**config.mk**
```make
export PLATFORM = sky130hd
export DESIGN_NAME = uart_tx
export DESIGN_NICKNAME = d
export VERILOG_FILES = /design/src/rtl/uart_pkg.sv /design/src/rtl/uart_fifo.sv /design/src/rtl/uart_tx.sv
export SDC_FILE = /design/constraint.sdc
export NUM_CORES = 1
export LEC_CHECK = 0
export ABC_AREA = 1
export ABC_CLOCK_PERIOD_IN_PS = 10100
export BUFFER_PORTS_ARGS = -buffer_cell sky130_fd_sc_hd__buf_2
export CAP_MARGIN = 30
export CORE_MARGIN = 2
export CORE_UTILIZATION = 55
export CTS_CLUSTER_SIZE = 10
export DETAILED_ROUTE_END_ITERATION = 10
export PLACE_DENSITY = 0.77
export REMOVE_ABC_BUFFERS = 1
export SYNTH_ARGS = -nofsm -noshare
export SYNTH_HDL_FRONTEND = slang
export SYNTH_SLANG_ARGS = --single-unit
```
**constraint.sdc**
```tcl
create_clock -name clk -period 10.1 [get_ports clk]
set_clock_uncertainty 0.15 [all_clocks]
set_input_delay 2.02 -clock clk [delete_from_list [all_inputs] [get_ports clk]]
set_output_delay 2.02 -clock clk [all_outputs]
set_load 0.02 [all_outputs]
```
**src/rtl/uart_pkg.sv**
```systemverilog
`default_nettype none
// ============================================================================
// Module      : uart_pkg
// Description : Shared register offsets, STATUS bit indices and shifter states
//               for the UART transmitter.
// Revision    : 1.0 - initial release
// ============================================================================
package uart_pkg;

    localparam logic [1:0] c_off_data   = 2'd0;
    localparam logic [1:0] c_off_status = 2'd1;
    localparam logic [1:0] c_off_div    = 2'd2;
    localparam logic [1:0] c_off_rsvd   = 2'd3;

    localparam int c_stat_busy  = 0;
    localparam int c_stat_full  = 1;
    localparam int c_stat_empty = 2;
    localparam int c_stat_ovf   = 3;

    typedef enum logic [1:0] {
        ST_IDLE  = 2'd0,
        ST_START = 2'd1,
        ST_DATA  = 2'd2,
        ST_STOP  = 2'd3
    } tx_state_e;

    // A divisor below 2 cannot produce a meaningful bit period.
    function automatic logic [15:0] clamp_div(input logic [15:0] value);
        return (value < 16'd2) ? 16'd2 : value;
    endfunction

endpackage
`default_nettype wire

```
**src/rtl/uart_fifo.sv**
```systemverilog
`default_nettype none
// ============================================================================
// Module      : uart_fifo
// Description : DEPTH x 8 transmit FIFO with a registered head output.
// Revision    : 1.0 - initial release
// ============================================================================
module uart_fifo #(
    parameter int DEPTH = 4
) (
    input  logic       clk,
    input  logic       reset,
    input  logic       push,
    input  logic       pop,
    input  logic [7:0] din,
    output logic       full,
    output logic       empty,
    output logic [7:0] head
);

    localparam int c_aw = $clog2(DEPTH);

    logic [7:0]      r_mem [DEPTH];
    logic [c_aw-1:0] r_wr_ptr;
    logic [c_aw-1:0] r_rd_ptr;
    logic [c_aw:0]   r_count;
    logic [7:0]      r_head;
    logic            w_push_ok;
    logic            w_pop_ok;
    logic [c_aw-1:0] w_rd_next;

    assign full      = (r_count == (c_aw+1)'(DEPTH));
    assign empty     = (r_count == '0);
    assign head      = r_head;
    assign w_push_ok = push && (!full || pop);
    assign w_pop_ok  = pop && !empty;
    assign w_rd_next = r_rd_ptr + c_aw'(1);

    always_ff @(posedge clk) begin
        if (w_push_ok) begin
            r_mem[r_wr_ptr] <= din;
        end
    end

    always_ff @(posedge clk or posedge reset) begin
        if (reset) begin
            r_wr_ptr <= '0;
            r_rd_ptr <= '0;
            r_count  <= '0;
            r_head   <= '0;
        end else begin
            if (w_push_ok) r_wr_ptr <= r_wr_ptr + c_aw'(1);
            if (w_pop_ok)  r_rd_ptr <= w_rd_next;
            case ({w_push_ok, w_pop_ok})
                2'b10:   r_count <= r_count + (c_aw+1)'(1);
                2'b01:   r_count <= r_count - (c_aw+1)'(1);
                default: r_count <= r_count;
            endcase
            // Head tracks the entry that will be at the read pointer next cycle.
            if (w_pop_ok) begin
                if (r_count > (c_aw+1)'(1)) r_head <= r_mem[w_rd_next];
                else if (w_push_ok)         r_head <= din;
            end else if (empty && w_push_ok) begin
                r_head <= din;
            end
        end
    end

endmodule
`default_nettype wire

```
**src/rtl/uart_tx.sv**
```systemverilog
`default_nettype none
// ============================================================================
// Module      : uart_tx
// Description : Memory-mapped 8N1 UART transmitter with divisor register,
//               status register and transmit FIFO.
// Revision    : 1.0 - initial release
// ============================================================================
module uart_tx
    import uart_pkg::*;
#(
    parameter logic [31:0] BASE_ADDR  = 32'h8000_0010,
    parameter logic [15:0] DIV_RESET  = 16'd434,
    parameter int          FIFO_DEPTH = 4
) (
    input  logic        clk,
    input  logic        reset,
    input  logic [31:0] address,
    input  logic        rw_req,
    input  logic        rw,
    input  logic [31:0] write_data,
    input  logic [1:0]  size,
    output logic [31:0] read_data,
    output logic        prec,
    output logic        sout
);

    tx_state_e   r_state;
    tx_state_e   w_next_state;
    logic [15:0] r_div;
    logic [15:0] r_frame_div;
    logic [15:0] r_timer;
    logic [2:0]  r_bit_cnt;
    logic [7:0]  r_shift;
    logic        r_overflow;
    logic        r_prec;
    logic [31:0] r_read_data;

    logic        w_sel;
    logic [1:0]  w_off;
    logic        w_push;
    logic        w_pop;
    logic        w_drop;
    logic        w_status_rd;
    logic        w_fifo_full;
    logic        w_fifo_empty;
    logic [7:0]  w_fifo_head;
    logic [31:0] w_status;
    logic [31:0] w_rd_value;
    logic        w_unused;

    assign w_sel       = rw_req && (address[31:4] == BASE_ADDR[31:4]);
    assign w_off       = address[3:2];
    assign w_push      = w_sel && rw && (w_off == c_off_data);
    assign w_status_rd = w_sel && !rw && (w_off == c_off_status);
    assign w_drop      = w_push && w_fifo_full && !w_pop;
    assign w_unused    = &{1'b0, address[1:0], write_data[31:16]};

    uart_fifo #(
        .DEPTH (FIFO_DEPTH)
    ) u_fifo (
        .clk   (clk),
        .reset (reset),
        .push  (w_push),
        .pop   (w_pop),
        .din   (write_data[7:0]),
        .full  (w_fifo_full),
        .empty (w_fifo_empty),
        .head  (w_fifo_head)
    );

    always_comb begin
        w_status               = 32'h0;
        w_status[c_stat_busy]  = (r_state != ST_IDLE);
        w_status[c_stat_full]  = w_fifo_full;
        w_status[c_stat_empty] = w_fifo_empty;
        w_status[c_stat_ovf]   = r_overflow;
        w_rd_value             = 32'h0;
        if (w_sel && !rw) begin
            case (w_off)
                c_off_status: w_rd_value = w_status;
                c_off_div:    w_rd_value = {16'h0, r_div};
                c_off_data,
                c_off_rsvd:   w_rd_value = 32'h0;
                default:      w_rd_value = 32'h0;
            endcase
        end
    end

    always_ff @(posedge clk or posedge reset) begin
        if (reset) begin
            r_prec      <= 1'b0;
            r_read_data <= 32'h0;
            r_overflow  <= 1'b0;
            r_div       <= DIV_RESET;
        end else begin
            r_prec      <= w_sel;
            r_read_data <= w_rd_value;
            // A drop in the same cycle as a STATUS read must not be lost.
            if (w_drop)           r_overflow <= 1'b1;
            else if (w_status_rd) r_overflow <= 1'b0;
            if (w_sel && rw && (w_off == c_off_div) && (size == 2'b10)) begin
                r_div <= clamp_div(write_data[15:0]);
            end
        end
    end

    assign prec      = r_prec;
    assign read_data = r_read_data;

    always_ff @(posedge clk or posedge reset) begin
        if (reset) r_state <= ST_IDLE;
        else       r_state <= w_next_state;
    end

    always_comb begin
        w_next_state = r_state;
        w_pop        = 1'b0;
        case (r_state)
            ST_IDLE: begin
                if (!w_fifo_empty) begin
                    w_pop        = 1'b1;
                    w_next_state = ST_START;
                end
            end
            ST_START: if (r_timer == 16'd0) w_next_state = ST_DATA;
            ST_DATA:  if (r_timer == 16'd0 && r_bit_cnt == 3'd7) w_next_state = ST_STOP;
            ST_STOP:  if (r_timer == 16'd0) w_next_state = ST_IDLE;
            default:  w_next_state = ST_IDLE;
        endcase
    end

    // Bit timer and shifter; the divisor is frozen per frame in r_frame_div.
    always_ff @(posedge clk or posedge reset) begin
        if (reset) begin
            r_timer     <= 16'd0;
            r_frame_div <= 16'd0;
            r_bit_cnt   <= 3'd0;
            r_shift     <= 8'd0;
        end else begin
            case (r_state)
                ST_IDLE: begin
                    if (w_pop) begin
                        r_shift     <= w_fifo_head;
                        r_frame_div <= r_div;
                        r_timer     <= r_div - 16'd1;
                        r_bit_cnt   <= 3'd0;
                    end
                end
                ST_START: begin
                    if (r_timer == 16'd0) r_timer <= r_frame_div - 16'd1;
                    else                  r_timer <= r_timer - 16'd1;
                end
                ST_DATA: begin
                    if (r_timer == 16'd0) begin
                        r_timer   <= r_frame_div - 16'd1;
                        r_shift   <= r_shift >> 1;
                        r_bit_cnt <= r_bit_cnt + 3'd1;
                    end else begin
                        r_timer <= r_timer - 16'd1;
                    end
                end
                ST_STOP: begin
                    if (r_timer == 16'd0) r_timer <= 16'd0;
                    else                  r_timer <= r_timer - 16'd1;
                end
                default: r_timer <= 16'd0;
            endcase
        end
    end

    always_comb begin
        sout = 1'b1;
        case (r_state)
            ST_START: sout = 1'b0;
            ST_DATA:  sout = r_shift[0];
            default:  sout = 1'b1;
        endcase
    end

endmodule
`default_nettype wire

```
# After elaboration in Yosys (flattened, before gate mapping)
# Memories as Yosys holds them, arrays and structs flattened.
# Cells that the tools add are included.
totals:
  ff_bits: 110
  wordCells: 106
  input_bits: 70
  ram_bits: 32
  n_memories: 1
memory_table:
  columns: ["name", "depth", "width", "read_ports", "rd_clocked_by_memory_dff", "wr", "line", "text"]
  rows:
  - ["u_fifo.r_mem", 4, 8, 1, 0, 1, "uart_fifo.sv:22", "logic [7:0] r_mem [DEPTH];"]
op_classes:
  n_eq_ne: 19
  magnitude_cmp: 2
  addsub: 8
  n_mux: 30
  reduce_logical: 33
ops:
  columns: ["op", "count"]
  rows:
  - ["$pmux 32 s3", 1]
  - ["$mux 16", 4]
  - ["$mux 8", 6]
  - ["$pmux 16 s3", 1]
  - ["$sub 16x1->16 const B", 3]
  - ["$mux 32", 1]
  - ["$eq 28x28->1 const B", 1]
  - ["$logic_not 16->1", 1]
  - ["$lt 16x2->1 const B", 1]
  - ["$pmux 8 s2", 1]
  - ["$logic_and 1x1->1", 13]
  - ["$eq 2x2->1 const B", 6]
  - ["$pmux 3 s2", 2]
  - ["$ne 2x2->1 const B", 5]
  - ["$reduce_bool 2->1", 5]
  - ["$mux 2", 4]
  - ["$pmux 2 s4", 1]
  - ["$add 3x1->3 const B", 2]
  - ["$eq 2x1->1 const B", 3]
  - ["$eq 3x3->1 const B", 2]
  - ["$mux 1", 6]
  - ["$mux 3", 2]
  - ["$add 2x1->2 const B", 2]
  - ["$logic_not 1->1", 4]
  - ["12 further kinds", 15]

# Logic depth before layout (Yosys ltp)
depth:
  ltp_word: 8
  depth_mapped: 13

# Cells and area by module
# From an unflattened synthesis, not the netlist that was laid out.
unflattened:
  cells_unflattened: 937
  hier_area_um2: 7210.7
modules_own_cells:
  columns: ["module", "cells_each", "area_each_um2", "n_inst"]
  rows:
  - ["uart_tx", 713, 4988.5, 1]
  - ["uart_fifo", 224, 2222.1, 1]

# Least setup slack after synthesis
# Ideal clock, no wire load.
synth_path:
  path_type: "input port to flip-flop"
  startpoint: "input address[23]"
  endpoint: "register u_fifo.r_count[2]"
  path_stages: 11
  arrival_time_ns: 3.351
  path_buffers: 0
  slack_ns: 6.481
  t_required_ns: 9.832
  path_cell_list: "nor2_1 -> nand2_1 -> nor2_1 -> nand2_1 -> nor2_4 -> nand4_4 -> ha_1 -> nor2_1 -> o21ai_0 -> xor2_1 -> inv_1"
synth_via:
  elab_chain_len: 7
synth_rtl:
  columns: ["element", "line", "text"]
  rows:
  - ["start: declaration", "uart_tx.sv:17", "input logic [31:0] address,"]
  - ["$eq 28x28->1 (*)", "uart_tx.sv:51", "assign w_sel = rw_req && (address[31:4] == BASE_ADDR[31:4]);"]
  - ["$logic_and 1x1->1 (*)", "uart_tx.sv:51", null]
  - ["via w_sel", "uart_tx.sv:38", "logic w_sel;"]
  - ["$logic_and 1x1->1 (*) (2 in a row)", "uart_tx.sv:53", "assign w_push = w_sel && rw && (w_off == c_off_data);"]
  - ["$logic_and 1x1->1 (*)", "uart_fifo.sv:34", "assign w_push_ok = push && (!full || pop);"]
  - ["$eq 2x1->1 or $eq 2x2->1 (tied branches)", "uart_fifo.sv:53", "case ({w_push_ok, w_pop_ok})"]
  - ["$pmux 3 s2 or $reduce_bool 2->1 (tied branches)", null, null]
  - ["end signal: assignment", "uart_fifo.sv:54", "2'b10: r_count <= r_count + (c_aw+1)'(1);"]
  - ["end signal: assignment", "uart_fifo.sv:55", "2'b01: r_count <= r_count - (c_aw+1)'(1);"]
  - ["end signal: assignment", "uart_fifo.sv:56", "default: r_count <= r_count;"]
  - ["end: declaration", "uart_fifo.sv:25", "logic [c_aw:0] r_count;"]
# Mark *: on every way through the listed nets, which the timed path passes. The rest lies on a longest branch.
# A chain may end at the register's enable or synchronous reset.

# Final worst setup path
layout_path:
  startpoint: "register r_state[0]"
  endpoint: "output sout"
layout_via:
  elab_chain_len: 2
layout_rtl:
  columns: ["element", "line", "text"]
  rows:
  - ["start: declaration", "uart_tx.sv:27", "tx_state_e r_state;"]
  - ["start signal: assignment", "uart_tx.sv:112", "else r_state <= w_next_state;"]
  - ["$eq 2x2->1 or $eq 2x1->1 (tied branches)", "uart_tx.sv:173", "case (r_state)"]
  - ["$pmux 1 s2 (*)", "uart_tx.sv:173", null]
  - ["end: declaration", "uart_tx.sv:24", "output logic sout"]
# Every way passes the cells marked *; elsewhere a longest branch is shown, timed or not.

==> impl_metrics.env <==
export IMPL_drv_slew=0
export IMPL_cts_tree="done"
export IMPL_cts_buffer_depth=2
export IMPL_leakage_nw=3.97
export IMPL_first_pass_iters=4
export IMPL_ys_flop_type="dfrtp_1"
export IMPL_h_tree_depth=4
export IMPL_coreArea_um2=12500
export IMPL_setup_viol_count_final=0
export IMPL_ff2ff_path_depth=6
export IMPL_syn_area_um2=6980
export IMPL_synth_seq_cells=126
export IMPL_fp_dieH_um=117
export IMPL_ys_warnings_count=0
export IMPL_drt_iter0_drc=375
export IMPL_finalHoldViolCount=0
export IMPL_worstSetupEndpointType="output port"
export IMPL_cpMaxStageDelayCell="ha_1"
export IMPL_fin_nets=1027
export IMPL_crit_arrival_ns=1.83
export IMPL_final_area_um2=8000
export IMPL_grt_overflow=0
export IMPL_netlist_instances=870
export IMPL_vias=5801
export IMPL_start_util_pct=55.8
export IMPL_dp_worst_setup_slack_ns=5.87
export IMPL_startpoint_type="flip-flop"
export IMPL_clk_latency_ns=0.42
export IMPL_num_antenna_cells=0
export IMPL_synthArstFlopShare_pct=74.6
export IMPL_io_pins=104
export IMPL_final_layout_size_suffix_gt1_share_pct=15.4
export IMPL_synth_distinct_cells=44
export IMPL_crit_type="flip-flop to output port"
export IMPL_cts_root_buffer="clkbuf_16"
export IMPL_fp_row_count=41
export IMPL_port_buffers=69
export IMPL_ctsHoldBuffers=0
export IMPL_area_delta_synth_final_pct=14.5
export IMPL_status="complete, no violations"
export IMPL_grt_pass1_vias=5369
export IMPL_syn_avg_cell_area_um2=8.03
export IMPL_setup_tns_ns=0
export IMPL_yosysSeqAreaShare_pct=47.5
export IMPL_crit_required_ns=7.93
export IMPL_dp_hpwl_um=11300
export IMPL_clock_sinks=126
export IMPL_path_cells="inv_1, ha_1, nand2_1, o21ai_0, buf_2"
export IMPL_worst_slack_ns=6.10
export IMPL_die_w_um=117
export IMPL_layout_worst_path_cycle_share_pct=39.6
export IMPL_rsz0062_at_grt="no"
export IMPL_ir_drop_uv=181
export IMPL_dieArea_um2=13600
export IMPL_cts_resized=0
export IMPL_fmax_mhz=250
export IMPL_fin_cells=1123
export IMPL_synth_edff_count=32
export IMPL_grt_pass1_wl_um=25600
export IMPL_hold_class="flip-flop to flip-flop"
export IMPL_max_stage_delay_ns=0.52
export IMPL_dp_cells=1091
export IMPL_ant_nets=0
export IMPL_placed_area_um2=7370
export IMPL_cts_clk_slew_worst_paths_ns=0.06
export IMPL_min_delay_path_depth=2
export IMPL_cts_setup_buffers=0
export IMPL_totalWireLength_um=15600
export IMPL_track_usage_pct=24.8
export IMPL_path_max_fanout=14
export IMPL_powerDensity_nw_per_um2=150
export IMPL_place_congestion=0.881
export IMPL_grt_max_degree=49
export IMPL_tightest_slew_ns=0.746
export IMPL_numCtsBuffers=17
export IMPL_routedWlPerCell_um=13.8
export IMPL_antenna_found_initial=0
export IMPL_slew_headroom_pct=50.1
export IMPL_drv_cap=0
export IMPL_post_route_drc_count=0
export IMPL_viasPerCell=5.17
export IMPL_period_needed_ns=4.00
==> final cells by class <==
class                      count  area [µm²]
sequential                   126        3320
tap                          172         215
timing repair buffer          70         353
inverter                     110         420
clock buffer                  17         425
clock inverter                15         201
fill                        1103        4520
multi-input combinational    613        3060
==> final timing paths <==
check                               start            endpoint  slack, ns
setup / recovery               r_state[0]                sout       6.10
hold / removal             u_fifo.head[4]      u_fifo.head[4]       0.32
setup reg to reg               r_state[0]  u_fifo.r_mem[2][0]       6.97
hold reg to reg            u_fifo.head[4]      u_fifo.head[4]       0.32
max in group asynchronous           reset           r_div[10]       7.28
min in group asynchronous           reset          r_timer[6]       1.52
==> synth_stat cells (2+ instances only) <==
cell type	count	area, µm²
buf_4	17	128
xor2_1	11	96.3
nor4_1	3	18.8
a21oi_1	17	85.1
nor2_1	110	413
o21ai_1	4	20.0
nand2_2	3	18.8
dfstp_2	5	131
o21ai_0	56	280
nand4_1	8	50.1
nand2_4	6	67.6
nor2_4	7	78.8
edfxtp_1	32	961
dfrtp_1	89	2230
nor2_2	7	43.8
nand3_1	78	390
clkbuf_1	5	18.8
inv_2	3	11.3
a22oi_1	3	22.5
nand2_1	226	848
o211ai_1	5	37.5
buf_1	2	7.51
a31oi_2	7	87.6
o22ai_1	9	56.3
ha_1	19	238
inv_1	105	394
xnor2_1	3	26.3
buf_6	4	45.0
nor3_1	4	20.0
buf_2	8	40.0
==> where the power goes <==
group	internal, W	switching (W)
Clock	0.000397	0.000246
Combinational	0.0000110	0.0000255
Sequential	0.000523	0.000000256
==> layer usage <==
metal / vias up / track usage, % / part of all wire (%) / routed length [µm]
met1: 2692 / 33.8 / 44 / 6850
met4: 0 / 6.43 / 1.4 / 210
met5: - / 0 / 0 / 0
met3: 19 / 6.07 / 6.5 / 1010
li1: 2916 / - / - / -
met2: 174 / 40.2 / 48 / 7480
==> cell usage in the layout, fill, tap and decap left out, types with 8 or more instances in the layout <==
cell type,count
a21oi_1,17
buf_2,69
clkbuf_16,17
conb_1,16
dfrtp_1,89
edfxtp_1,32
ha_1,19
inv_1,104
nand2_1,226
nand3_1,78
nand4_1,8
nor2_1,110
o21ai_0,56
o22ai_1,9
xor2_1,11
==> critical path, delay by kind of cell, from the launching register on <==
kind	cells	cell delay, ns
adder cells (fa/ha/maj)	1	0.52
flip-flops	1	0.42
buffers and inverters	2	0.29
AND/OR/NAND/NOR	1	0.10
AO/OA/AOI/OAI	1	0.08
==> cell families (layout without fill, tap and decap cells) <==
family | Yosys count | count (layout) | synth area share (%)
AO/OA/AOI/OAI | 108 | 108 | 9.25
XOR/XNOR | 14 | 14 | 1.76
adder cells (fa/ha/maj) | 19 | 19 | 3.40
buffers and inverters | 146 | 212 | 9.41
flip-flops | 126 | 126 | 47.5
other | 1 | 16 | 0.0537
AND/OR/NAND/NOR | 456 | 456 | 28.6
==> stage by stage <==
| step | utilization [%] | hold WS [ns] | power (W) |
|---|---|---|---|
| CTS | 63.9 | 0.326 | 0.00121 |
| detailed placement | 58.9 | 0.312 | 0.000570 |
| global route | 63.9 | 0.340 | 0.00124 |
| floorplan | - | 0.292 | 0.000552 |
| finish | 63.9 | 0.324 | 0.00120 |
| global placement | 58.9 | 0.307 | 0.000569 |
==> registers in the layout (all words and copies together), names as in the netlist, 8 cells and up <==
signal	flops
r_shift	8
r_div	16
u_fifo.r_mem	32
r_timer	16
r_frame_div	16
u_fifo.head	8
read_data	16
No activity file was read; power rests on OpenSTA's default activity.
